[src/rtl/sumator_arbiter_if.sv]
// rtl/sumator_arbiter_if.sv - requester and response handshake bundle for sumator_arbiter
interface sumator_arbiter_if #(
  parameter int WIDTH = 4
);
  logic             req0_valid;
  logic             req0_ready;
  logic [WIDTH-1:0] req0_a;
  logic [WIDTH-1:0] req0_b;
  logic             req1_valid;
  logic             req1_ready;
  logic [WIDTH-1:0] req1_a;
  logic [WIDTH-1:0] req1_b;
  logic             rsp_valid;
  logic             rsp_ready;
  logic             rsp_id;
  logic [WIDTH-1:0] rsp_sum;
  logic             rsp_cout;

  modport master (
    output req0_valid, req0_a, req0_b, input req0_ready,
    output req1_valid, req1_a, req1_b, input req1_ready,
    input  rsp_valid, rsp_id, rsp_sum, rsp_cout, output rsp_ready
  );

  modport slave (
    input  req0_valid, req0_a, req0_b, output req0_ready,
    input  req1_valid, req1_a, req1_b, output req1_ready,
    output rsp_valid, rsp_id, rsp_sum, rsp_cout, input rsp_ready
  );
endinterface

[src/rtl/sumator_arbiter.sv]
// rtl/sumator_arbiter.sv - two-requester arbiter sharing one combinational adder
module sumator_arbiter #(
  parameter int WIDTH = 4,
  parameter bit RR_EN = 1'b1
) (
  input  logic             clk,
  input  logic             rst_n,
  sumator_arbiter_if.slave bus,
  output logic [WIDTH-1:0] add_i1,
  output logic [WIDTH-1:0] add_i2,
  input  logic [WIDTH-1:0] add_sum,
  input  logic             add_cout,
  output logic             busy
);

  typedef enum logic [1:0] {
    IDLE  = 2'd0,
    ISSUE = 2'd1,
    RESP  = 2'd2
  } state_t;

  state_t           state;
  state_t           state_nxt;
  logic             last_grant;
  logic             sel1;
  logic             gnt0;
  logic             gnt1;
  logic             accept;
  logic             rsp_id_q;
  logic [WIDTH-1:0] rsp_sum_q;
  logic             rsp_cout_q;

  // req1 wins only when alone, or on a round-robin tie after req0 was last served
  always_comb begin
    sel1 = bus.req1_valid && (!bus.req0_valid || (RR_EN && !last_grant));
  end

  always_ff @(posedge clk or negedge rst_n) begin
    if (!rst_n) begin
      state <= IDLE;
    end else begin
      state <= state_nxt;
    end
  end

  always_comb begin
    state_nxt = state;
    case (state)
      IDLE:    if (accept) state_nxt = ISSUE;
      ISSUE:   state_nxt = RESP;
      RESP:    if (bus.rsp_ready) state_nxt = IDLE;
      default: state_nxt = IDLE;
    endcase
  end

  // Ready is gated by rst_n so the grant stays low for the whole reset window
  always_comb begin
    gnt0           = 1'b0;
    gnt1           = 1'b0;
    if ((state == IDLE) && rst_n) begin
      gnt0 = bus.req0_valid && !sel1;
      gnt1 = sel1;
    end
    accept         = gnt0 || gnt1;
    bus.req0_ready = gnt0;
    bus.req1_ready = gnt1;
    bus.rsp_valid  = (state == RESP);
    busy           = (state != IDLE);
  end

  always_ff @(posedge clk or negedge rst_n) begin
    if (!rst_n) begin
      add_i1     <= '0;
      add_i2     <= '0;
      rsp_id_q   <= 1'b0;
      rsp_sum_q  <= '0;
      rsp_cout_q <= 1'b0;
      last_grant <= 1'b1;
    end else begin
      if (accept) begin
        add_i1     <= gnt1 ? bus.req1_a : bus.req0_a;
        add_i2     <= gnt1 ? bus.req1_b : bus.req0_b;
        rsp_id_q   <= gnt1;
        last_grant <= gnt1;
      end
      // The adder has had a full cycle to settle on the registered operands
      if (state == ISSUE) begin
        rsp_sum_q  <= add_sum;
        rsp_cout_q <= add_cout;
      end
    end
  end

  assign bus.rsp_id   = rsp_id_q;
  assign bus.rsp_sum  = rsp_sum_q;
  assign bus.rsp_cout = rsp_cout_q;

endmodule

[src/flat_wrapper.sv]
// flat-port wrapper written by rule: the top's interface ports become plain ports
module sumator_arbiter_flat 
#(
  parameter int WIDTH = 4,
  parameter bit RR_EN = 1'b1
)
  (clk, rst_n, add_i1, add_i2, add_sum, add_cout, busy, bus_req0_valid, bus_req0_a, bus_req0_b, bus_req0_ready, bus_req1_valid, bus_req1_a, bus_req1_b, bus_req1_ready, bus_rsp_valid, bus_rsp_id, bus_rsp_sum, bus_rsp_cout, bus_rsp_ready);
  sumator_arbiter_if #(.WIDTH(WIDTH)) bus_i ();
  input  logic clk;
  input  logic rst_n;
  output logic [WIDTH-1:0] add_i1;
  output logic [WIDTH-1:0] add_i2;
  input  logic [WIDTH-1:0] add_sum;
  input  logic add_cout;
  output logic busy;
  input wire logic [$bits(bus_i.req0_valid)-1:0] bus_req0_valid;
  input wire logic [$bits(bus_i.req0_a)-1:0] bus_req0_a;
  input wire logic [$bits(bus_i.req0_b)-1:0] bus_req0_b;
  output wire logic [$bits(bus_i.req0_ready)-1:0] bus_req0_ready;
  input wire logic [$bits(bus_i.req1_valid)-1:0] bus_req1_valid;
  input wire logic [$bits(bus_i.req1_a)-1:0] bus_req1_a;
  input wire logic [$bits(bus_i.req1_b)-1:0] bus_req1_b;
  output wire logic [$bits(bus_i.req1_ready)-1:0] bus_req1_ready;
  output wire logic [$bits(bus_i.rsp_valid)-1:0] bus_rsp_valid;
  output wire logic [$bits(bus_i.rsp_id)-1:0] bus_rsp_id;
  output wire logic [$bits(bus_i.rsp_sum)-1:0] bus_rsp_sum;
  output wire logic [$bits(bus_i.rsp_cout)-1:0] bus_rsp_cout;
  input wire logic [$bits(bus_i.rsp_ready)-1:0] bus_rsp_ready;
  assign bus_i.req0_valid = bus_req0_valid;
  assign bus_i.req0_a = bus_req0_a;
  assign bus_i.req0_b = bus_req0_b;
  assign bus_req0_ready = bus_i.req0_ready;
  assign bus_i.req1_valid = bus_req1_valid;
  assign bus_i.req1_a = bus_req1_a;
  assign bus_i.req1_b = bus_req1_b;
  assign bus_req1_ready = bus_i.req1_ready;
  assign bus_rsp_valid = bus_i.rsp_valid;
  assign bus_rsp_id = bus_i.rsp_id;
  assign bus_rsp_sum = bus_i.rsp_sum;
  assign bus_rsp_cout = bus_i.rsp_cout;
  assign bus_i.rsp_ready = bus_rsp_ready;
  sumator_arbiter #(.WIDTH(WIDTH), .RR_EN(RR_EN)) u_core (.clk(clk), .rst_n(rst_n), .bus(bus_i), .add_i1(add_i1), .add_i2(add_i2), .add_sum(add_sum), .add_cout(add_cout), .busy(busy));
endmodule
[config.mk]
export PLATFORM = sky130hd
export DESIGN_NAME = sumator_arbiter_flat
export DESIGN_NICKNAME = d
export VERILOG_FILES = /design/src/rtl/sumator_arbiter_if.sv /design/src/rtl/sumator_arbiter.sv /design/src/flat_wrapper.sv
export SDC_FILE = /design/constraint.sdc
export NUM_CORES = 1
export LEC_CHECK = 0
export CAP_MARGIN = 5
export CORE_MARGIN = 10
export CORE_UTILIZATION = 34
export CTS_CLUSTER_SIZE = 16
export DETAILED_ROUTE_END_ITERATION = 10
export HOLD_SLACK_MARGIN = 0.12
export PLACE_DENSITY = 0.77
export RECOVER_POWER = 25
export REMOVE_ABC_BUFFERS = 1
export SETUP_SLACK_MARGIN = 0.1
export SYNTH_ARGS = -nofsm -noshare
export SYNTH_HDL_FRONTEND = slang
export SYNTH_SLANG_ARGS = --single-unit
[constraint.sdc]
create_clock -name clk -period 1.2 [get_ports clk]
set_input_delay 0.24 -clock clk [delete_from_list [all_inputs] [get_ports clk]]
set_output_delay 0.24 -clock clk [all_outputs]
set_load 0.02 [all_outputs]
### Word-level counts from Yosys, hierarchy flattened

Cells that the tools add are included.

* multiplexer cells: 7
* equal/unequal tests: 4
* reduce and logical (&&, ||, !) cells: 11

Operators with widths (count)
* 4-bit two-way mux: 2
* 2-bit case mux with 3 select lines: 1
* 2-bit two-way mux: 2
* 2-bit by 1-bit inequality test with 1-bit output (second input constant): 2
* 1-bit logical AND: 3
* 1-bit zero test: 3
* 2-bit by 1-bit == test with 1-bit output (second input constant): 1
* 2-bit == test (second input constant): 1
* 2-bit zero test: 1
* 1-bit logical OR: 2
* 1-bit two-way mux: 2
* 2-bit AND reduction: 1
* 2-bit nonzero test: 1

* logic and storage cells: 29
* input bits: 26
* output and inout port bits: 18
* register bits after elaboration: 17

### Longest topological paths before layout

* depth in word-level cells: 9
* depth in mapped cells: 5
* depth with buffers taken out: 3

### Least setup slack after synthesis

OpenSTA, ideal clock, no wires.

* path kind: reg-to-output
* start: register u_core.state[0]
* end: output port bus_req0_ready
* path buffers: 0
* arrival: 1236 ps
* setup slack: -276 ps
* cell stages (with the launch flop): 4
* cell sequence: dfrtp_1 nor3b_4 nand2_1 a21oi_1

* word-level cells in the longest chain between the ends: 3

Ends and longest elaborated chain
* start, declared: line sumator_arbiter.sv:22 `state_t state;`
* start signal, assigned: line sumator_arbiter.sv:42 `state <= state_nxt;`
* 2-bit zero test: line sumator_arbiter.sv:60 `if ((state == IDLE) && rst_n) begin`
* 1-bit logical AND: line sumator_arbiter.sv:60
* 1-bit two-way mux: line sumator_arbiter.sv:60
* end, declared: line flat_wrapper.sv:19 `output wire logic [$bits(bus_i.req0_ready)-1:0] bus_req0_ready;`

Every way passes these cells.

### Worst setup path in the final report

* start: register u_core.state[1]
* end: output port bus_req1_ready

* word-level cells in the longest chain between the ends: 3

Ends and longest elaborated chain
* 2-bit zero test: line sumator_arbiter.sv:60
* 1-bit logical AND: line sumator_arbiter.sv:60
* 1-bit two-way mux: line sumator_arbiter.sv:60
* end, declared: line flat_wrapper.sv:23 `output wire logic [$bits(bus_i.req1_ready)-1:0] bus_req1_ready;`

Every way passes these cells.

==> impl_metrics.yaml <==
outcome:
  status: "finished, violations left"
  violations: "negative setup slack"
sta:
  hold_viol_final: 0
  fin_skew_ps: 1.07
  max_freq_mhz: 617
  setup_tns_ps: -3920
  finalSetupViolCount: 19
  worst_pin_slew_ps: 229
  finalCriticalPeriod_ps: 1620
  rsz0062_at_grt: "true"
  period_share_pct: 135
  setup_slack_ps: -421
  slew_viol_final: 0
  max_slew_margin_pct: 84.7
grt:
  grt_pass1_vias: 839
  met3_usage_pct: 3.85
  busiest_layer: "met2"
  grt_start_max_net_pins: 18
  grt_pass1_wl_mm: 4.23
  met1_usage_pct: 13.5
  grt-ovfl-total: 0
  antenna_found_initial: 0
  track_usage_pct: 10.6
  met2_usage_pct: 16.3
power_and_ir_drop:
  leakagePower_uw: 0.000666
  ir_drop_mv: 1.10
  p_total_uw: 3200
  power_per_cell_area_mw_per_mm2: 2070
finish:
  mostFrequentLayoutCells: "clkdlybuf4s50_1, buf_6, buf_4, dfrtp_1"
  antennaDiodeCount: 0
  drive_above_1_share_pct: 50.0
  multiInputGateArea_sq_um: 405
  fin_cells: 168
  nets: 167
  area_delta_synth_final_pct: 87.4
  final_common_cell: "clkdlybuf4s50_1"
  seq_area_sq_um: 429
  fillers: 159
clock_tree:
  path_clk_slew_ps: 100
  cts_tree: "built"
  clkLatencyLatePin_ps: 280
  clock_path_buffers: 2
  cts_root_buf: "clkbuf_4"
  cts_hold_repair.buffers: 0
  cts_buffers: 3
  cts.sinks: 17
  cts-htree-levels: 1
min_path:
  hold_path_class: "in -> async"
floorplan:
  core_sq_mm: 0.00225
  io_pins: 44
  fp.dieW_um: 69.2
  start_util_pct: 36.5
  die_h_um: 69.2
  die-area_sq_mm: 0.00478
  rows: 17
placement:
  gp_congestion: 0.762
  io_buffers: 43
  dp.cells: 151
  hpwl_mm: 1.98
route:
  first_pass_iters: 4
  vias: 827
  wirelength_mm: 2.71
  viasPerCell: 4.92
  wl_per_cell_um: 16.2
  ant_nets: 0
  drtIter0Drc: 10
  drc: 0
worst_setup_path:
  worstPathMaxFanout: 3
  timing_worst_setup_path_type: "reg -> out"
  worst-endpoint-arrival_ps: 1380
  end_kind: "primary output"
  timing.rr.start: "u_core.state[1]"
  startpoint_type: "register"
  reg2regPathDepth: 5
  r2r-end: "u_core.add_i2[3]"
  r2r_slack_ps: -290
  cp_data_required_time_ps: 960
synth:
  yosysWarnings: 0
  syn_avg_cell_area_sq_um: 10.8
  synth-seq-cells: 17
  synth_cells: 76
  yosysSeqAreaShare_pct: 51.9
  netlist_area_sq_um: 822
  ys_types: 22
job:
  drv_cap: 0
==> sequential cells by signal, summed over array words and instances (netlist names) <==
name / count
u_core.last_grant: 1
u_core.bus.rsp_id: 1
u_core.add_i1: 4
u_core.bus.rsp_cout: 1
u_core.add_i2: 4
u_core.state: 2
u_core.bus.rsp_sum: 4
==> timing repair <==
action	CTS	global route
endpoints found under the setup margin	34	34
gates resized for setup	90	46
buffers inserted	3	10
pin swaps	3	8
==> cells by family (layout without fill, tap and decap cells) <==
logic type,after synthesis,after routing,share of synthesized area [%]
buffers and inverters,7,71,6.24
flip-flops,17,17,51.9
AND/OR/NAND/NOR,17,17,13.5
AO/OA/AOI/OAI,30,30,21.5
multiplexers,5,5,6.85
==> per-stage QoR <==
stage               util [%]  hold WS (ps)  area [sq um]  worst slack [ps]
floorplan                  -         -55.6           778              -444
global placement        58.2           466          1310              -942
detailed placement      58.2           475          1310              -938
CTS                     58.2           342          1310              -438
global route            68.3           352          1540              -486
finish                  68.3           343          1540              -421
==> cells in the mapped netlist <==
| library cell | number | area [sq um] |
|---|---|---|
| a21boi_2 | 1 | 11.3 |
| nand2_1 | 1 | 3.75 |
| mux2_2 | 5 | 56.3 |
| inv_1 | 2 | 7.51 |
| or2_0 | 1 | 6.26 |
| a21bo_2 | 1 | 10.0 |
| o21ai_1 | 3 | 15.0 |
| a31oi_1 | 8 | 50.1 |
| o21ai_0 | 6 | 30.0 |
| buf_2 | 2 | 10.0 |
| buf_6 | 3 | 33.8 |
| or3b_1 | 1 | 8.76 |
| and2_4 | 1 | 8.76 |
| nand2b_1 | 2 | 12.5 |
| dfstp_2 | 1 | 26.3 |
| nor3b_4 | 1 | 18.8 |
| nand3_1 | 8 | 40.0 |
| a21o_1 | 2 | 15.0 |
| dfrtp_1 | 16 | 400 |
| a21oi_1 | 9 | 45.0 |
| nor2_2 | 1 | 6.26 |
| or2_2 | 1 | 6.26 |
==> worst max-delay path by stage <==
stage | startpoint | end | depth (start not counted)
after floorplan | u_core.state[0] | bus_req0_ready | 3
after detailed placement | rst_n | bus_req1_ready | 4
after global placement | rst_n | bus_req1_ready | 4
after CTS | u_core.state[1] | bus_req1_ready | 3
after global routing | u_core.state[1] | bus_req1_ready | 3
final | u_core.state[1] | bus_req1_ready | 3
==> layout make-up <==
cell class                 count  share of cell area [%]
timing repair buffer          65                    41.3
sequential                    17                    27.9
multi-input combinational     52                    26.3
tap                           28                    2.27
clock buffer                   4                    1.71
inverter                       2                   0.487
==> power by group <==
group / switching, uW / internal [uW]
Sequential: 202 / 841
Combinational: 812 / 1030
Clock: 180 / 129
==> worst max-delay path: stages, from the launching register on <==
cell and delay [ps]:
dfrtp_2 450, or3b_4 420, nor2_4 100, buf_6 120
==> per-layer routing <==
| metal | routed length [um] | vias up |
|---|---|---|
| met1 | 1200 | 381 |
| met5 | 0 | - |
| met3 | 170 | 2 |
| li1 | - | 409 |
| met2 | 1330 | 35 |
| met4 | 10 | 0 |
Note: power is estimated with default switching activity, not from simulation.
